**config.mk**
```make
export PLATFORM = sky130hd
export DESIGN_NAME = imem_ctrl_flat
export DESIGN_NICKNAME = d
export VERILOG_FILES = /design/src/rtl/imem_ctrl_pkg.sv /design/src/rtl/imem_ctrl_if.sv /design/src/rtl/imem_hit_buf.sv /design/src/rtl/imem_ctrl.sv /design/src/flat_wrapper.sv
export SDC_FILE = /design/constraint.sdc
export NUM_CORES = 1
export LEC_CHECK = 0
export ABC_AREA = 1
export CELL_PAD_IN_SITES_DETAIL_PLACEMENT = 2
export CELL_PAD_IN_SITES_GLOBAL_PLACEMENT = 2
export CORE_AREA = 2 2 146 148
export CTS_BUF_LIST = sky130_fd_sc_hd__clkbuf_4
export CTS_CLUSTER_SIZE = 30
export DETAILED_ROUTE_END_ITERATION = 6
export DIE_AREA = 0 0 148 150
export PLACE_DENSITY = 0.94
export SYNTH_ARGS = -nofsm -noshare
export SYNTH_HDL_FRONTEND = slang
export SYNTH_SLANG_ARGS = --single-unit
```
**constraint.sdc**
```tcl
create_clock -name core_clk -period 3.6 [get_ports core_clk]
set_clock_uncertainty 0.05 [all_clocks]
set_input_delay 1.08 -clock core_clk [delete_from_list [all_inputs] [get_ports core_clk]]
set_output_delay 1.08 -clock core_clk [all_outputs]
set_load 0.03 [all_outputs]
```
**src/rtl/imem_ctrl_pkg.sv**
```systemverilog
// Shared definitions for the instruction memory controller: FSM encodings,
// fault response data and the address-span helper.
package imem_ctrl_pkg;

    typedef enum logic [1:0] {
        StIdle = 2'd0,
        StWait = 2'd1,
        StRead = 2'd2,
        StResp = 2'd3
    } imem_state_e;

    localparam logic [31:0] FAULT_DATA = 32'h0000_0000;

    // Byte span covered by 2^depth_log2 words, kept at 64 bits so range checks never truncate.
    function automatic logic [63:0] span_bytes(input int unsigned depth_log2);
        return 64'd4 << depth_log2;
    endfunction

endpackage

```
**src/rtl/imem_ctrl_if.sv**
```systemverilog
// Fetch and SRAM signal bundle for imem_ctrl; slave is the controller side,
// master is the IFU/SRAM environment side.
interface imem_ctrl_if #(
    parameter int unsigned DEPTH_LOG2 = 16
);
    logic [63:0]           ifu_memory_addr;
    logic                  ifu_memory_valid;
    logic [31:0]           memory_ifu_data;
    logic                  memory_ifu_valid;
    logic                  imem_err;
    logic [DEPTH_LOG2-1:0] sram_addr;
    logic                  sram_ren;
    logic [31:0]           sram_rdata;

    modport slave (
        input  ifu_memory_addr,
        input  ifu_memory_valid,
        input  sram_rdata,
        output memory_ifu_data,
        output memory_ifu_valid,
        output imem_err,
        output sram_addr,
        output sram_ren
    );

    modport master (
        output ifu_memory_addr,
        output ifu_memory_valid,
        output sram_rdata,
        input  memory_ifu_data,
        input  memory_ifu_valid,
        input  imem_err,
        input  sram_addr,
        input  sram_ren
    );
endinterface

```
**src/rtl/imem_hit_buf.sv**
```systemverilog
// One-entry buffer holding the word address and data of the last good SRAM response.
module imem_hit_buf (
    input  logic        core_clk,
    input  logic        core_rst,
    input  logic        i_wr_en,
    input  logic [61:0] i_wr_waddr,
    input  logic [31:0] i_wr_data,
    input  logic [63:0] i_lookup_addr,
    output logic        o_hit,
    output logic [31:0] o_data
);
    logic        r_valid;
    logic [61:0] r_waddr;
    logic [31:0] r_data;

    always_ff @(posedge core_clk) begin
        if (core_rst) begin
            r_valid <= 1'b0;
            r_waddr <= '0;
            r_data  <= '0;
        end else if (i_wr_en) begin
            r_valid <= 1'b1;
            r_waddr <= i_wr_waddr;
            r_data  <= i_wr_data;
        end
    end

    // A misaligned lookup must still take the fault path, so it never hits.
    assign o_hit  = r_valid && (i_lookup_addr[63:2] == r_waddr) && (i_lookup_addr[1:0] == 2'b00);
    assign o_data = r_data;
endmodule

```
**src/rtl/imem_ctrl.sv**
```systemverilog
// Instruction fetch controller with programmable wait states in front of a word SRAM.
// Defining IMEM_LAST_HIT_EN adds a one-entry last-hit buffer that bypasses the SRAM.
module imem_ctrl
    import imem_ctrl_pkg::*;
#(
    parameter int unsigned WAIT_CYCLES = 2,
    parameter logic [63:0] ADDR_BASE   = 64'h8000_0000,
    parameter int unsigned DEPTH_LOG2  = 16
) (
    input logic        core_clk,
    input logic        core_rst,
    imem_ctrl_if.slave bus
);
    localparam logic [3:0]  LP_WAIT = 4'(WAIT_CYCLES);
    localparam logic [63:0] LP_SPAN = span_bytes(DEPTH_LOG2);

    imem_state_e r_state, w_state_nxt;
    logic [3:0]  r_cnt, w_cnt_nxt;
    logic [63:0] r_addr, w_addr_nxt;
    logic [31:0] r_data, w_data_nxt;

    logic [63:0]           w_off;
    logic                  w_fault;
    logic [DEPTH_LOG2-1:0] w_idx;
    logic                  w_sram_ren;
    logic [DEPTH_LOG2-1:0] w_sram_addr;
    logic                  w_rsp_valid;
    logic                  w_rsp_err;
    logic [31:0]           w_rsp_data;

    assign w_off   = r_addr - ADDR_BASE;
    assign w_fault = (r_addr[1:0] != 2'b00) || (r_addr < ADDR_BASE) || (w_off >= LP_SPAN);
    assign w_idx   = w_off[DEPTH_LOG2+1:2];

`ifdef IMEM_LAST_HIT_EN
    logic        r_hit, w_hit_nxt;
    logic        w_buf_hit;
    logic        w_buf_wr;
    logic [31:0] w_buf_data;

    imem_hit_buf u_hit_buf (
        .core_clk      (core_clk),
        .core_rst      (core_rst),
        .i_wr_en       (w_buf_wr),
        .i_wr_waddr    (r_addr[63:2]),
        .i_wr_data     (bus.sram_rdata),
        .i_lookup_addr (bus.ifu_memory_addr),
        .o_hit         (w_buf_hit),
        .o_data        (w_buf_data)
    );
`endif

    always_ff @(posedge core_clk) begin
        if (core_rst) begin
            r_state <= StIdle;
            r_cnt   <= '0;
            r_addr  <= '0;
            r_data  <= '0;
`ifdef IMEM_LAST_HIT_EN
            r_hit   <= 1'b0;
`endif
        end else begin
            r_state <= w_state_nxt;
            r_cnt   <= w_cnt_nxt;
            r_addr  <= w_addr_nxt;
            r_data  <= w_data_nxt;
`ifdef IMEM_LAST_HIT_EN
            r_hit   <= w_hit_nxt;
`endif
        end
    end

    always_comb begin
        w_state_nxt = r_state;
        w_cnt_nxt   = r_cnt;
        w_addr_nxt  = r_addr;
        w_data_nxt  = r_data;
        w_sram_ren  = 1'b0;
        w_sram_addr = '0;
        w_rsp_valid = 1'b0;
        w_rsp_err   = 1'b0;
        w_rsp_data  = r_data;
`ifdef IMEM_LAST_HIT_EN
        w_hit_nxt   = r_hit;
        w_buf_wr    = 1'b0;
`endif
        unique case (r_state)
            StIdle: begin
                if (bus.ifu_memory_valid) begin
                    w_addr_nxt  = bus.ifu_memory_addr;
                    w_cnt_nxt   = LP_WAIT;
                    // Zero wait states go straight to the read to keep latency at WAIT_CYCLES+2.
                    w_state_nxt = (LP_WAIT == 4'd0) ? StRead : StWait;
`ifdef IMEM_LAST_HIT_EN
                    w_hit_nxt = w_buf_hit;
                    if (w_buf_hit) begin
                        w_state_nxt = StResp;
                    end
`endif
                end
            end
            StWait: begin
                if (!bus.ifu_memory_valid) begin
                    w_state_nxt = StIdle;
                    w_cnt_nxt   = '0;
                end else if (r_cnt <= 4'd1) begin
                    w_state_nxt = StRead;
                    w_cnt_nxt   = '0;
                end else begin
                    w_cnt_nxt = r_cnt - 4'd1;
                end
            end
            StRead: begin
                if (!bus.ifu_memory_valid) begin
                    w_state_nxt = StIdle;
                end else begin
                    w_state_nxt = StResp;
                    w_sram_ren  = !w_fault;
                    w_sram_addr = w_fault ? '0 : w_idx;
                end
            end
            StResp: begin
                w_state_nxt = StIdle;
                w_rsp_valid = 1'b1;
                w_rsp_err   = w_fault;
                w_rsp_data  = w_fault ? FAULT_DATA : bus.sram_rdata;
`ifdef IMEM_LAST_HIT_EN
                if (r_hit) begin
                    w_rsp_err  = 1'b0;
                    w_rsp_data = w_buf_data;
                end
                w_buf_wr = !w_fault && !r_hit;
`endif
                w_data_nxt = w_rsp_data;
            end
            default: w_state_nxt = StIdle;
        endcase
    end

    assign bus.memory_ifu_data  = w_rsp_data;
    assign bus.memory_ifu_valid = w_rsp_valid;
    assign bus.imem_err         = w_rsp_err;
    assign bus.sram_ren         = w_sram_ren;
    assign bus.sram_addr        = w_sram_addr;
endmodule

```
**src/flat_wrapper.sv**
```systemverilog
// flat-port wrapper written by rule: the top's interface ports become plain ports
module imem_ctrl_flat import imem_ctrl_pkg::*;
#(
    parameter int unsigned WAIT_CYCLES = 2,
    parameter logic [63:0] ADDR_BASE   = 64'h8000_0000,
    parameter int unsigned DEPTH_LOG2  = 16
)
  (core_clk, core_rst, bus_ifu_memory_addr, bus_ifu_memory_valid, bus_sram_rdata, bus_memory_ifu_data, bus_memory_ifu_valid, bus_imem_err, bus_sram_addr, bus_sram_ren);
  imem_ctrl_if #(.DEPTH_LOG2(DEPTH_LOG2)) bus_i ();
  input logic core_clk;
  input logic core_rst;
  input wire logic [$bits(bus_i.ifu_memory_addr)-1:0] bus_ifu_memory_addr;
  input wire logic [$bits(bus_i.ifu_memory_valid)-1:0] bus_ifu_memory_valid;
  input wire logic [$bits(bus_i.sram_rdata)-1:0] bus_sram_rdata;
  output wire logic [$bits(bus_i.memory_ifu_data)-1:0] bus_memory_ifu_data;
  output wire logic [$bits(bus_i.memory_ifu_valid)-1:0] bus_memory_ifu_valid;
  output wire logic [$bits(bus_i.imem_err)-1:0] bus_imem_err;
  output wire logic [$bits(bus_i.sram_addr)-1:0] bus_sram_addr;
  output wire logic [$bits(bus_i.sram_ren)-1:0] bus_sram_ren;
  assign bus_i.ifu_memory_addr = bus_ifu_memory_addr;
  assign bus_i.ifu_memory_valid = bus_ifu_memory_valid;
  assign bus_i.sram_rdata = bus_sram_rdata;
  assign bus_memory_ifu_data = bus_i.memory_ifu_data;
  assign bus_memory_ifu_valid = bus_i.memory_ifu_valid;
  assign bus_imem_err = bus_i.imem_err;
  assign bus_sram_addr = bus_i.sram_addr;
  assign bus_sram_ren = bus_i.sram_ren;
  imem_ctrl #(.WAIT_CYCLES(WAIT_CYCLES), .ADDR_BASE(ADDR_BASE), .DEPTH_LOG2(DEPTH_LOG2)) u_core (.core_clk(core_clk), .core_rst(core_rst), .bus(bus_i));
endmodule
```
==> metrics.cfg, run 1 <==
[run_status]
status=finished, violations left
violations=setup timing

[synth]
syn-num-nets=934
yosysSeqAreaShare_pct=38.6
synth_cell_types=27
yosys_warnings=0
avgSynthCellArea_um2=6.37
synth-seq-cells=102
synth_cells=832
netlist_area_um2=5300

[timing]
rsz0062_at_grt=yes
tightest_slew_ps=684
min_period_ps=4000
period_share_pct=111
setup_slack_ps=-403
slew_violations=0
hold_viol_final=0
max_freq_ghz=0.250
finalSetupViolCount=50
slew_headroom_pct=54.3

[routing]
route.detailed.drc=0
vias_per_cell=4.80
wl_per_cell_um=18.8
drtIter0Drc=176
vias=6138
finalWirelength_mm=24.1
firstDrtPassIters=4
detail-route-antenna-nets=0

[min_path]
hold_class=reg2reg
worstHoldEndpoint=u_core.r_addr[29]
worst_hold_startpoint=u_core.r_addr[29]
hold_depth=2

[setup_path]
timing.rr.start=u_core.r_addr[31]
crit_arrival_ps=2870
cp-end-kind=output port
crit_type=reg2out
critPathLaunchType=register
cp_data_required_time_ps=2470
rr_worst_depth=17
cp_max_fo=8
r2r-end=u_core.r_data[6]
rrSetupSlack_ps=1120

[power_and_ir_drop]
p_int_mw=1.80
ir_drop_mv=0.170
p_per_area_nw_per_um2=337
switching_share_pct=34.7
p_leak_nw=3.61
clkPwrFrac_pct=26.9
seqPwrFrac_pct=46.1
p_sw_uw=956
power_mw=2.75
pwr-share-comb_pct=27.0

[clock_network]
clock_latency_ps=500
cts.path.max_buffers=2
holdBufCountCts=0
clock-root-buffer=clkbuf_4
tritoncts=yes
cts_sinks=102
path_clk_slew_ps=180
cts_max_level=3
cts_buffers=9

[cells_and_area]
utilization_pct=39.5
drive_gt1_share_pct=23.9
multi_input_area_um2=3190
seq_area_um2=2070
fill_cells=2359
nNetsFinal=1100
finalNonFillerCells=1279
syn2layout_area_growth_pct=54.3

[die]
dieHeight_um=150
initial_core_util_pct=25.6
io_pins=150
rows=53
coreArea_um2=20700
die_x_um=148
dieArea_um2=22200

[run]
drv_cap=0

[global_routing]
grt_usage_pct=19.8
antenna_found_initial=2
grt-ovfl-total=0
grt_pass1_wl_mm=34.7
grt_max_degree=78
grt_pass1_vias=6624

[place]
hpwl_mm=15.1
numPlacedInstances=1234
gp_congestion=0.844
io_buffer_count=149

## repair_timing
| item | 4_1_cts | 5_1_grt |
|---|---|---|
| setup endpoints to repair | 50 | 50 |
| cloned | 3 | 4 |
| setup buffers | 9 | 12 |
| gates resized for setup | 126 | 76 |
| pin swaps | 12 | 26 |
## routing by layer
layer,GRT usage [%],up-vias,share of wire [%]
met4,5.24,2,1.6
met1,23.3,3000,40
met5,0,-,0.058
met2,36.7,140,53
met3,3.84,33,4.6
li1,-,2963,-
## cell usage in the layout (no fill, tap or decap), types with 2 or more instances in the layout
master / n
a21oi_1: 83
buf_12: 6
buf_4: 31
buf_6: 51
bufinv_16: 2
clkbuf_16: 3
clkbuf_4: 9
clkdlybuf4s50_1: 98
dfxtp_1: 87
dfxtp_2: 13
dfxtp_4: 2
ha_1: 2
inv_1: 93
inv_2: 7
inv_4: 2
inv_8: 2
nand2_1: 164
nand2_2: 29
nand2_4: 3
nand2_8: 3
nand3_1: 37
nand3_2: 13
nand3_4: 9
nand4_1: 7
nor2_1: 106
nor2_2: 23
nor2_4: 26
o21ai_0: 69
o21ai_1: 4
xor2_1: 6
## kinds of logic after synthesis
logic type / synth area share, %
buf+inv: 10.2
fa+ha+maj: 0.709
flops: 38.6
xor+xnor: 1.16
compound gates: 14.7
simple gates: 34.6
## worst max-delay path, stage by stage, from the launching register on
cell     delay, ps
dfxtp_2        400
inv_4           60
buf_4          130
buf_4          130
nand3_2        110
nor2_2          40
buf_4          140
nand2_1         70
nand2_1         80
nand2_1         80
nand3_1         90
nor2_1         120
nand2_1        110
nor2_4         130
nand2_2         70
inv_2           80
buf_12         140
nand2_8        110
nor2_4         150
buf_6          130
## cell type report
type | instances | area share, %
diodes | 1 | 0.0306
clock buffers | 9 | 0.827
clock inverters | 7 | 1.27
inverters | 103 | 4.79
multi-input cells | 592 | 39.0
flip-flops and latches | 102 | 25.3
well taps | 275 | 4.21
repair buffers | 190 | 24.6
## synthesized netlist by cell type
| master | number | area [um2] |
|---|---|---|
| nand2_2 | 4 | 25.0 |
| nor3_1 | 1 | 5.00 |
| inv_2 | 6 | 22.5 |
| and2_1 | 1 | 6.26 |
| nor4_1 | 1 | 6.26 |
| nand3b_1 | 1 | 7.51 |
| o21ai_0 | 70 | 350 |
| buf_6 | 1 | 11.3 |
| nand4_1 | 7 | 43.8 |
| a21oi_1 | 83 | 415 |
| buf_1 | 2 | 7.51 |
| nor2_1 | 135 | 507 |
| inv_1 | 97 | 364 |
| nand2_4 | 1 | 11.3 |
| nand2_1 | 192 | 721 |
| ha_1 | 3 | 37.5 |
| nor2_8 | 1 | 20.0 |
| buf_2 | 6 | 30.0 |
| xor2_1 | 6 | 52.6 |
| and2_0 | 1 | 6.26 |
| clkbuf_1 | 28 | 105 |
| dfxtp_1 | 102 | 2040 |
| xnor2_1 | 1 | 8.76 |
| nor2_4 | 11 | 124 |
| o21ai_1 | 3 | 15.0 |
| nor2_2 | 9 | 56.3 |
| nand3_1 | 59 | 295 |
## per-stage QoR
| step | setup TNS [ps] | cell area (um2) | hold WS (ps) | setup WS (ps) |
|---|---|---|---|---|
| after floorplan | 0 | 5300 | 379 | 389 |
| final | -17980 | 8170 | 422 | -403 |
| after detailed placement | -611 | 6990 | 404 | -89.2 |
| after global routing | -26670 | 8170 | 455 | -581 |
| after CTS | -14990 | 7670 | 426 | -352 |
| after global placement | 0 | 6990 | 388 | 40.7 |
## registers in the layout, summed over array words and instances, names as in the netlist
| signal | count |
|---|---|
| u_core.r_state | 2 |
| u_core.r_cnt | 4 |
| u_core.r_addr | 64 |
| u_core.r_data | 32 |
## how the worst max path moves through the flow
stage,from,cells after the start,to
floorplan,u_core.r_addr[31],16,bus_sram_addr[0]
global placement,u_core.r_addr[31],15,bus_imem_err
detailed placement,u_core.r_addr[31],18,bus_sram_addr[1]
CTS,u_core.r_addr[31],18,bus_sram_addr[11]
global route,u_core.r_addr[44],17,bus_sram_addr[12]
finish,u_core.r_addr[31],19,bus_sram_addr[14]
## power by group through the flow
stage               Combinational, mW  Clock [mW]  Sequential [mW]
floorplan                       0.355           0             1.26
global placement                0.578           0             1.27
detailed placement              0.605           0             1.28
CTS                             0.682       0.763             1.27
global route                    0.819       0.810             1.28
finish                          0.744       0.741             1.27
Note: power is estimated with default switching activity, not from simulation.
==> run 2, diff against run 1 <==
--- a/config.mk
+++ b/config.mk
@@ -14,6 +14,7 @@
 export DETAILED_ROUTE_END_ITERATION = 6
 export DIE_AREA = 0 0 148 150
 export PLACE_DENSITY = 0.94
+export REMOVE_ABC_BUFFERS = 1
 export SYNTH_ARGS = -nofsm -noshare
 export SYNTH_HDL_FRONTEND = slang
 export SYNTH_SLANG_ARGS = --single-unit
==> run 2 against run 1 <==
Net effect:
- the flow still finishes with violations (setup timing)
- sequential share of layout area rose by 0.28 points
- sequential power barely moved
- global-route usage rose by 3.1 points
- combinational power rose by 11%
- utilization fell by 0.44 points
- highest routed layer is now met4
==> metrics.cfg, run 2 (synthesized netlist as in run 1, its figures left out) <==
[min_path]
hold_class=reg2reg

[routing]
wl_per_cell_um=23.5  ; +25%
met3WireLength_mm=1.49  ; +35%
route.detailed.drc=0  ; unchanged
highest_layer=met4
firstDrtPassIters=5  ; +1
wl_met1_mm=11.5  ; +19%
finalWirelength_mm=30.1  ; +25%
drtIter0Drc=381  ; +120%
detail-route-antenna-nets=0  ; unchanged
vias_per_cell=5.14  ; +7.2%
wl_met2_mm=15.7  ; +22%
vias=6580  ; +7.2%

[timing]
max_freq_ghz=0.229  ; -8.1%
slew_violations=0  ; unchanged
slew_headroom_pct=44.8  ; -9.6 points
period_share_pct=121  ; +9.8 points
rsz0062_at_grt=yes
tightest_slew_ps=827  ; +143 ps
min_period_ps=4360  ; +354 ps
finalSetupViolCount=50  ; unchanged
setup_slack_ps=-758  ; -354 ps
hold_viol_final=0  ; unchanged
finalSetupTns_ps=-32270  ; -14,300 ps
fin_hold_ws_ps=441  ; +18.8 ps

[power_and_ir_drop]
power_mw=2.86  ; +3.8%
p_per_area_nw_per_um2=354  ; +5.0%
p_leak_nw=3.65  ; +1.1%
ir_drop_mv=0.155  ; -9.3%

[run_status]
status=finished, violations left
violations=setup timing

[cells_and_area]
mostFrequentLayoutCells=175 x nand2_1, 105 x nor2_1, 98 x clkdlybuf4s50_1
fill_cells=2377  ; +0.76%
top_regs=u_core.r_addr (64), u_core.r_data (32), u_core.r_cnt (4)
syn2layout_area_growth_pct=52.6
drive_gt1_share_pct=21.6  ; -2.3 points
finalInstanceArea_um2=8080  ; -1.1%
largest_register_ffs=64  ; unchanged
nNetsFinal=1100  ; unchanged
utilization_pct=39.1  ; -0.44 points
final_common_cell=nand2_1
finalNonFillerCells=1279  ; unchanged
top_register=u_core.r_addr

[setup_path]
crit_type=reg2out
cp-end-kind=output port
cp_max_fo=8  ; unchanged
crit_arrival_ps=3230  ; +360 ps
critPathLaunchType=register
cp_data_required_time_ps=2470  ; about the same

[clock_network]
cts.path.max_buffers=2  ; unchanged
cts_sinks=102  ; unchanged
path_clk_slew_ps=170  ; about the same
cts_max_level=3  ; unchanged
clock-root-buffer=clkbuf_4
tritoncts=yes
holdBufCountCts=0  ; unchanged
clock_latency_ps=520  ; +20 ps
cts_buffers=9  ; unchanged

[die]
initial_core_util_pct=25.6  ; unchanged
dieArea_um2=22200  ; unchanged
rows=53  ; unchanged
dieHeight_um=150  ; unchanged
io_pins=150  ; unchanged
die_x_um=148  ; unchanged
coreArea_um2=20700  ; unchanged

[global_routing]
grt_max_degree=36  ; -54%
grt_usage_pct=22.9  ; +3.1 points
antenna_found_initial=1  ; -1
grt-ovfl-total=0  ; unchanged
grt_pass1_vias=7102  ; +7.2%
grt_pass1_wl_mm=39.3  ; +13%

[place]
io_buffer_count=149  ; unchanged
gp_congestion=0.883  ; +4.6%
place_area_um2=7020  ; +0.47%
place_ws_ps=-36.0  ; +53.2 ps
numPlacedInstances=1240  ; +0.49%
hpwl_mm=16.1  ; +6.3%

[run]
drv_cap=0  ; unchanged

==> run 2: cell count changes in the layout (fill, tap and decap cells not counted), moves of 4 or more <==
cell / delta
dfxtp_1: +4
dfxtp_2: -6
nand2_1: +11
nand2_2: -12
nand3_1: +9
nand3_4: -9
nor2_2: -5
nor2_4: +6
==> run 2: timing repair <==
| action | in CTS | in global routing |
|---|---|---|
| endpoints found under the hold margin | 0 | 0 |
| cloned | 3 | 5 |
| resized for setup | 130 | 53 |
| buffers inserted | 8 | 6 |
| endpoints found under the setup margin | 50 | 50 |
| pin swaps | 26 | 30 |
==> run 2: worst paths after layout <==
kind,cells past startpoint,start,slack [ps],endpoint
worst min register to register,2,u_core.r_data[5],440,u_core.r_data[5]
worst max-delay path,15,u_core.r_addr[31],-760,bus_memory_ifu_data[11]
worst min-delay path,2,u_core.r_data[5],440,u_core.r_data[5]
worst max register to register,14,u_core.r_addr[31],800,u_core.r_data[22]
==> run 2: worst max-delay path, cell delays in order (launching register included) <==
cell       delay [ps]
dfxtp_4           410
inv_8              90
ha_4              160
nand2_4            90
nor2_1            310
a21oi_1           170
nor2_1            160
nand3_1           120
nor2_1            210
nand2_2           100
nor2_4            140
buf_4             170
clkbuf_16         170
nand3_1           110
nand2_1           150
buf_6             150
==> run 2: per-layer routing <==
layer  track usage [%]  vias up
met3              3.84       91
li1                  -     2957
met1              24.5     3258
met5                 0        -
met2              44.0      274
met4              9.76        0
==> run 2: report_power, final <==
part / leakage (nW) / switching, mW / internal, mW / total [mW]
Sequential: 0.843 / 0.0766 / 1.20 / 1.28
Combinational: 2.72 / 0.509 / 0.317 / 0.826
Clock: 0.0875 / 0.455 / 0.299 / 0.754
==> run 2: final cells by class <==
cell class / instances / area, um2 / area share [%]
Sequential cell: 102 / 2070 / 25.6
Clock buffer: 11 / 82.6 / 1.02
Tap cell: 275 / 344 / 4.26
Multi-Input combinational cell: 592 / 3090 / 38.2
Clock inverter: 5 / 81.3 / 1.01
Timing Repair Buffer: 190 / 2010 / 24.8
Inverter: 103 / 409 / 5.06
Antenna cell: 1 / 2.50 / 0.0310
==> run 3, diff against run 2 <==
--- a/config.mk
+++ b/config.mk
@@ -6,6 +6,7 @@
 export NUM_CORES = 1
 export LEC_CHECK = 0
 export ABC_AREA = 1
+export CAP_MARGIN = 10
 export CELL_PAD_IN_SITES_DETAIL_PLACEMENT = 2
 export CELL_PAD_IN_SITES_GLOBAL_PLACEMENT = 2
 export CORE_AREA = 2 2 146 148
==> results of run 3 <==
The final DEF is identical to that of run 2; final timing and power are the same.
==> edit 1 (settings of run 2) <==
The 4 states of `imem_state_e` get a one-hot encoding in 4 bits.
--- a/src/rtl/imem_ctrl_pkg.sv
+++ b/src/rtl/imem_ctrl_pkg.sv
@@ -2,11 +2,11 @@
 // fault response data and the address-span helper.
 package imem_ctrl_pkg;
 
-    typedef enum logic [1:0] {
-        StIdle = 2'd0,
-        StWait = 2'd1,
-        StRead = 2'd2,
-        StResp = 2'd3
+    typedef enum logic [3:0] {
+        StIdle = 4'b0001,
+        StWait = 4'b0010,
+        StRead = 4'b0100,
+        StResp = 4'b1000
     } imem_state_e;
 
     localparam logic [31:0] FAULT_DATA = 32'h0000_0000;
Formal check against the unedited RTL: same outputs for any inputs over 10 cycles, from zero or initial values and one cycle with core_rst high; not proved beyond that.
==> edit 1 against run 2 <==
  * The run still ends with negative setup slack left
  * Final area increased by 19%
  * Power increased by 18%
  * Routed wire length increased by 27%
  * Worst setup slack got worse by 0.34 ns
  * Synthesized area increased by 8.2%
  * Register-to-register slack got worse by 0.41 ns
  * Sequential cell count increased by 2
  * Core utilization increased by 7.4 points
==> edit 1: results (changes against run 2) <==
- Top post-synthesis cells by area: dfxtp_1 (36%), nand2_1 (15%), a21oi_1 (8.7%), inv_1 (7.4%), nor2_1 (6.1%)
- H-tree lvl count: 3 (unchanged)
- CTS Root Cell: clkbuf_4
- Worst skew pair latency: 0.53 ns
- DRT iter0 DRCs: 420 (+10%)
- Vias in the first global route: 7994 (+13%)
- DP HPWL: 17.6 mm (+9.4%)
- Min-Delay Path Class: reg2reg
- Clk slew on worst S/H paths: 0.22 ns (+0.05 ns)
- Post-layout util: 46.5% (+7.4 points)
- CP max stage cell: o21ai_0
- Sequential share of the synthesized area: 36.3% (-2.2 points)
- Tightest Pin Transition: 1.21 ns (+0.387 ns)
- Router iterations before antenna repair: 6 (+1)
- Layout cell share with drive strength beyond 1: 33.5% (+12 points)
- TritonCTS Buffers: 9 (unchanged)
- Initial antenna violation count: 2 (+1)
- Worst VDD drop: 156 uV (+1.1%)
- Largest net degree at the start of global routing: 46 (+28%)
- Worst path max stage delay: 0.50 ns (+0.09 ns)
- Final GP Congestion: 0.920 (+4.2%)
- Status: finished, violations left
- Commonest cells in the netlist: nand2_1 (223), inv_1 (113), dfxtp_1 (104)
- Synth cell types: 29 (+7.4%)
- Worst-path fanout max: 5 (-3)
- Final worst slack: -1.09 ns (-0.336 ns)
- Asr flop ratio synth: 0% (unchanged)
- Main synth FF type: dfxtp_1
- GRT Overall Usage: 27.9% (+5.1 points)
- I/O Buffers: 149 (unchanged)
- First-pass GRT wire length: 47.1 mm (+20%)
- Switching power total: 1450 uW (+40%)
- Critical Path AT: 3.56 ns (+0.33 ns)
- Leak pwr: 0.00424 uW (+16%)
- Via density per instance: 5.42 (+5.4%)
- Final setup violation count: 50 (unchanged)
- Yosys warnings: 0 (unchanged)
- Nets: 1190 (+8.2%)
- Drt wl/cell: 27.9 um (+19%)
- FILL cells: 2257 (-5.0%)
- GR Overflow Total: 0 (unchanged)
- Largest regs: u_core.r_addr: 64 flops, u_core.r_data: 32 flops
- Maximum clock path buffer count: 2 (unchanged)
- Failing checks: negative setup slack
-- edit 1: through the flow --
| stage | setup slack [ns] | hold WS, ns | TNS (ns) | area, um2 | std cells |
|---|---|---|---|---|---|
| global route | -1.27 | 0.468 | -50.29 | 9610 | 1370 |
| CTS | -0.439 | 0.440 | -19.55 | 8760 | 1336 |
| detailed placement | -0.152 | 0.411 | -3.50 | 7460 | 1290 |
| global placement | 0.00735 | 0.401 | 0 | 7460 | 1290 |
| floorplan | -2.16 | 0.385 | -90.99 | 5530 | 848 |
| finish | -1.09 | 0.451 | -45.03 | 9610 | 1370 |
-- edit 1: kinds of logic after synthesis --
logic type               after synthesis  share of synthesized area, %
flip-flops                           104                          36.3
XOR/XNOR                              11                          1.68
AO/OA/AOI/OAI                        171                          15.2
AND/OR/NAND/NOR                      446                          35.3
adder cells (fa/ha/maj)                3                         0.655
buffers and inverters                154                          10.8
-- edit 1: what timing repair did --
action | CTS | global route
pin swaps | 22 | 51
endpoints found under the setup margin | 51 | 51
hold buffers | 0 | 0
gates cloned | 7 | 2
setup buffers | 23 | 35
resized for setup | 209 | 147
-- edit 1: worst paths after layout --
check	startpoint	endpoint	slack, ns	cells past startpoint
hold / removal	u_core.r_addr[0]	u_core.r_addr[0]	0.45	2
setup reg to reg	u_core.r_addr[51]	u_core.r_data[13]	0.39	15
hold reg to reg	u_core.r_addr[0]	u_core.r_addr[0]	0.45	2
setup / recovery	u_core.r_addr[51]	bus_sram_addr[10]	-1.09	11
-- edit 1: layer usage --
metal	track usage (%)	wire length [um]
met1	30.5	13700
met5	0	0
met3	4.21	1660
met4	13.3	2310
met2	52.8	20600
-- edit 1: power by group through the flow --
stage / combinational [uW] / clock, uW / sequential [uW]
2_1_floorplan: 485 / 0 / 1300
5_1_grt: 1360 / 766 / 1350
6_report: 1290 / 727 / 1350
4_1_cts: 956 / 691 / 1320
3_5_place_dp: 817 / 0 / 1330
3_3_place_gp: 780 / 0 / 1320
-- edit 1: critical path: cells and delay by family (launching register included) --
family | cells | cell delay (ns)
and+or+nand+nor | 7 | 1.40
AOI/OAI and AO/OA | 2 | 0.81
buffers and inverters | 2 | 0.37
DFF | 1 | 0.43
-- edit 1: layout make-up --
cell class | instances | area [um2] | share of cell area [%]
multi-input combinational | 631 | 4120 | 42.9
timing repair buffer | 229 | 2440 | 25.4
sequential | 104 | 2130 | 22.1
inverter | 113 | 432 | 4.49
tap | 275 | 344 | 3.58
clock inverter | 7 | 78.8 | 0.820
clock buffer | 9 | 67.6 | 0.703
antenna | 2 | 5.00 | 0.0521
==> edit 2 (settings of run 2) <==
Without the edit above. `DEPTH_LOG2` is set to 16 in 3 places; all go to 15.
--- a/src/rtl/imem_ctrl_if.sv
+++ b/src/rtl/imem_ctrl_if.sv
@@ -1,7 +1,7 @@
 // Fetch and SRAM signal bundle for imem_ctrl; slave is the controller side,
 // master is the IFU/SRAM environment side.
 interface imem_ctrl_if #(
-    parameter int unsigned DEPTH_LOG2 = 16
+    parameter int unsigned DEPTH_LOG2 = 15
 );
     logic [63:0]           ifu_memory_addr;
     logic                  ifu_memory_valid;
--- a/src/rtl/imem_ctrl.sv
+++ b/src/rtl/imem_ctrl.sv
@@ -5,7 +5,7 @@
 #(
     parameter int unsigned WAIT_CYCLES = 2,
     parameter logic [63:0] ADDR_BASE   = 64'h8000_0000,
-    parameter int unsigned DEPTH_LOG2  = 16
+    parameter int unsigned DEPTH_LOG2  = 15
 ) (
     input logic        core_clk,
     input logic        core_rst,
--- a/src/flat_wrapper.sv
+++ b/src/flat_wrapper.sv
@@ -3,7 +3,7 @@
 #(
     parameter int unsigned WAIT_CYCLES = 2,
     parameter logic [63:0] ADDR_BASE   = 64'h8000_0000,
-    parameter int unsigned DEPTH_LOG2  = 16
+    parameter int unsigned DEPTH_LOG2  = 15
 )
   (core_clk, core_rst, bus_ifu_memory_addr, bus_ifu_memory_valid, bus_sram_rdata, bus_memory_ifu_data, bus_memory_ifu_valid, bus_imem_err, bus_sram_addr, bus_sram_ren);
   imem_ctrl_if #(.DEPTH_LOG2(DEPTH_LOG2)) bus_i ();
Ports: changed (resized bus_sram_addr); port bits go from 150 to 149. No check against the original RTL was run, so the function may have changed too.
==> edit 2 against run 2 <==
  * Sequential cell count unchanged
  * Routed wire length is 31% lower
  * Hold slack got worse by 0.020 ns
  * Clock power is 12% lower
  * Final area shrank 7.7%
  * Synthesized area shrank 2.5%
  * Largest power group unchanged
  * Worst setup slack better by 0.31 ns
  * Power decreased by 10%
  * Critical path type unchanged
  * Largest cell class unchanged
  * The run still ends with negative setup slack left
==> edit 2: results (changes against run 2) <==
- Nets: 1063 (-3.4%)
- Router iterations before antenna repair: 4 (-1)
- Leak pwr: 0.00339 uW (-7.2%)
- TNS Setup: -18.45 ns (+13.83 ns)
- DRT iter0 DRCs: 274 (-28%)
- Critical Path Start Type: flop
- Sequential share of the synthesized area: 39.5% (+0.99 points)
- Worst reg2reg startpoint: u_core.r_addr[37]
- H-tree lvl count: 3 (unchanged)
- Worst VDD drop: 161 uV (+4.2%)
- Synth Area in Compound Gates: 15.7% (+0.91 points)
- CTS Root Cell: clkbuf_4
- Synth cell types: 24 (-11%)
- Vias in the first global route: 6389 (-10%)
- Largest net degree at the start of global routing: 67 (+86%)
- Via density per instance: 4.66 (-9.5%)
- Post-Synth Adder-Cell Area: 0.727% (+0.018 points)
- Layout cell share with drive strength beyond 1: 17.0% (-4.7 points)
- Mux share of post-synthesis cell area: 0% (unchanged)
- Placed cell count: 1219 (-1.7%)
- Avg Cell Area, Syn: 6.31 um2 (-0.84%)
- Status: finished, violations left
- Maximum clock path buffer count: 2 (unchanged)
- FILL cells: 2492 (+4.8%)
- Synth Area in XOR/XNOR: 0.678% (-0.48 points)
- Final worst slack: -0.444 ns (+0.313 ns)
- I/O Buffers: 148 (-0.67%)
- First-pass GRT wire length: 33.4 mm (-15%)
- Drt wl/cell: 16.8 um (-29%)
- Asr flop ratio synth: 0% (unchanged)
- TritonCTS Buffers: 9 (unchanged)
- Worst skew pair latency: roughly 0.5 ns
- Critical Path AT: 2.91 ns (-0.32 ns)
- Top post-synthesis cells by area: dfxtp_1 (40%), nand2_1 (14%), nor2_1 (9.0%), a21oi_1 (8.0%), inv_1 (7.4%)
- Final GP Congestion: 0.861 (-2.5%)
- Commonest cells in the netlist: nand2_1 (197), nor2_1 (124), dfxtp_1 (102), inv_1 (102), a21oi_1 (83)
- Via count: 5793 (-12%)
- Clk slew on worst S/H paths: 0.17 ns (about the same)
- GRT Overall Usage: 18.9% (-3.9 points)
- Hold_sp: u_core.r_addr[28]
- DP HPWL: 14.8 mm (-7.8%)
- Yosys warnings: 0 (unchanged)
- Final setup violation count: 49 (-2.0%)
- Failing checks: negative setup slack
- Largest regs: u_core.r_addr: 64 flops, u_core.r_data: 32 flops, u_core.r_cnt: 4 flops
- Initial antenna violation count: 3 (+2)
- Min-Delay Path Class: reg2reg
- Tightest Pin Transition: 0.739 ns (-0.0885 ns)
[edit 2: changes by cell type after synthesis, sizes merged, moves of 2 or more]
cell   delta
o21ai     +4
xor2      -3
nand2     +4
nand3     -3
and2      -2
nand4     -2
nor2     -13
[edit 2: through the flow]
| step | hold slack (ns) | utilization (%) | power, uW | setup WS (ns) | area (um2) |
|---|---|---|---|---|---|
| after floorplan | 0.381 | - | 1570 | -0.498 | 4990 |
| after global placement | 0.392 | 33.1 | 1830 | 0.159 | 6850 |
| after detailed placement | 0.403 | 33.1 | 1850 | -0.0403 | 6850 |
| after CTS | 0.424 | 35.6 | 2580 | -0.395 | 7380 |
| after global routing | 0.454 | 36.1 | 2720 | -0.646 | 7460 |
| final | 0.421 | 36.1 | 2560 | -0.444 | 7460 |
[edit 2: kinds of logic after synthesis]
logic type      after synthesis
compound gates              161
xor+xnor                      4
flops                       102
buf+inv                     142
simple gates                406
fa+ha+maj                     3
[edit 2: power breakdown]
part,internal (uW),switching (uW)
logic,257,380
clock network,220,446
registers,1200,61.2
total,1680,887
[edit 2: final timing paths]
check | endpoint | slack [ns] | cells after the start
worst max-delay path | bus_sram_addr[3] | -0.44 | 17
worst min-delay path | u_core.r_addr[28] | 0.42 | 2
worst max register to register | u_core.r_data[7] | 1.21 | 15
worst min register to register | u_core.r_addr[28] | 0.42 | 2
[edit 2: worst max-delay path, stage by stage (launching register included)]
cell and delay (ns):
dfxtp_2 0.38, nor2_4 0.13, nand2_1 0.11, nor2_4 0.13, buf_6 0.15, nand2_2 0.07
nand2_1 0.08, nand2_1 0.08, nor2_1 0.16, nand2_1 0.11, nor2_2 0.15, nand2_2 0.08
nor2_4 0.12, nand2_2 0.09, clkinv_4 0.11, nand2_8 0.12, nor2_4 0.17, buf_6 0.14
[edit 2: area by class of cell]
class                      instances  area share (%)
multi-input combinational        575            38.2
tap                              275            4.61
timing repair buffer             169            22.4
inverter                         104            5.33
clock inverter                     7            1.06
sequential                       102            27.5
antenna                            3           0.101
clock buffer                       9           0.906
[edit 2: what timing repair did]
item | 4_1_cts | 5_1_grt
pin swaps | 11 | 11
buffers inserted | 3 | 1
endpoints found under the hold margin | 0 | 0
endpoints found under the setup margin | 49 | 49
gates resized for setup | 92 | 23
gates cloned | 2 | 0
[edit 2: routing by layer]
layer,wire length (um),global-route usage [%],vias to the layer above
met5,0,0,-
met1,8480,21.4,2793
met4,490,6.24,0
li1,-,-,2850
met2,11000,35.0,114
met3,921,4.48,36
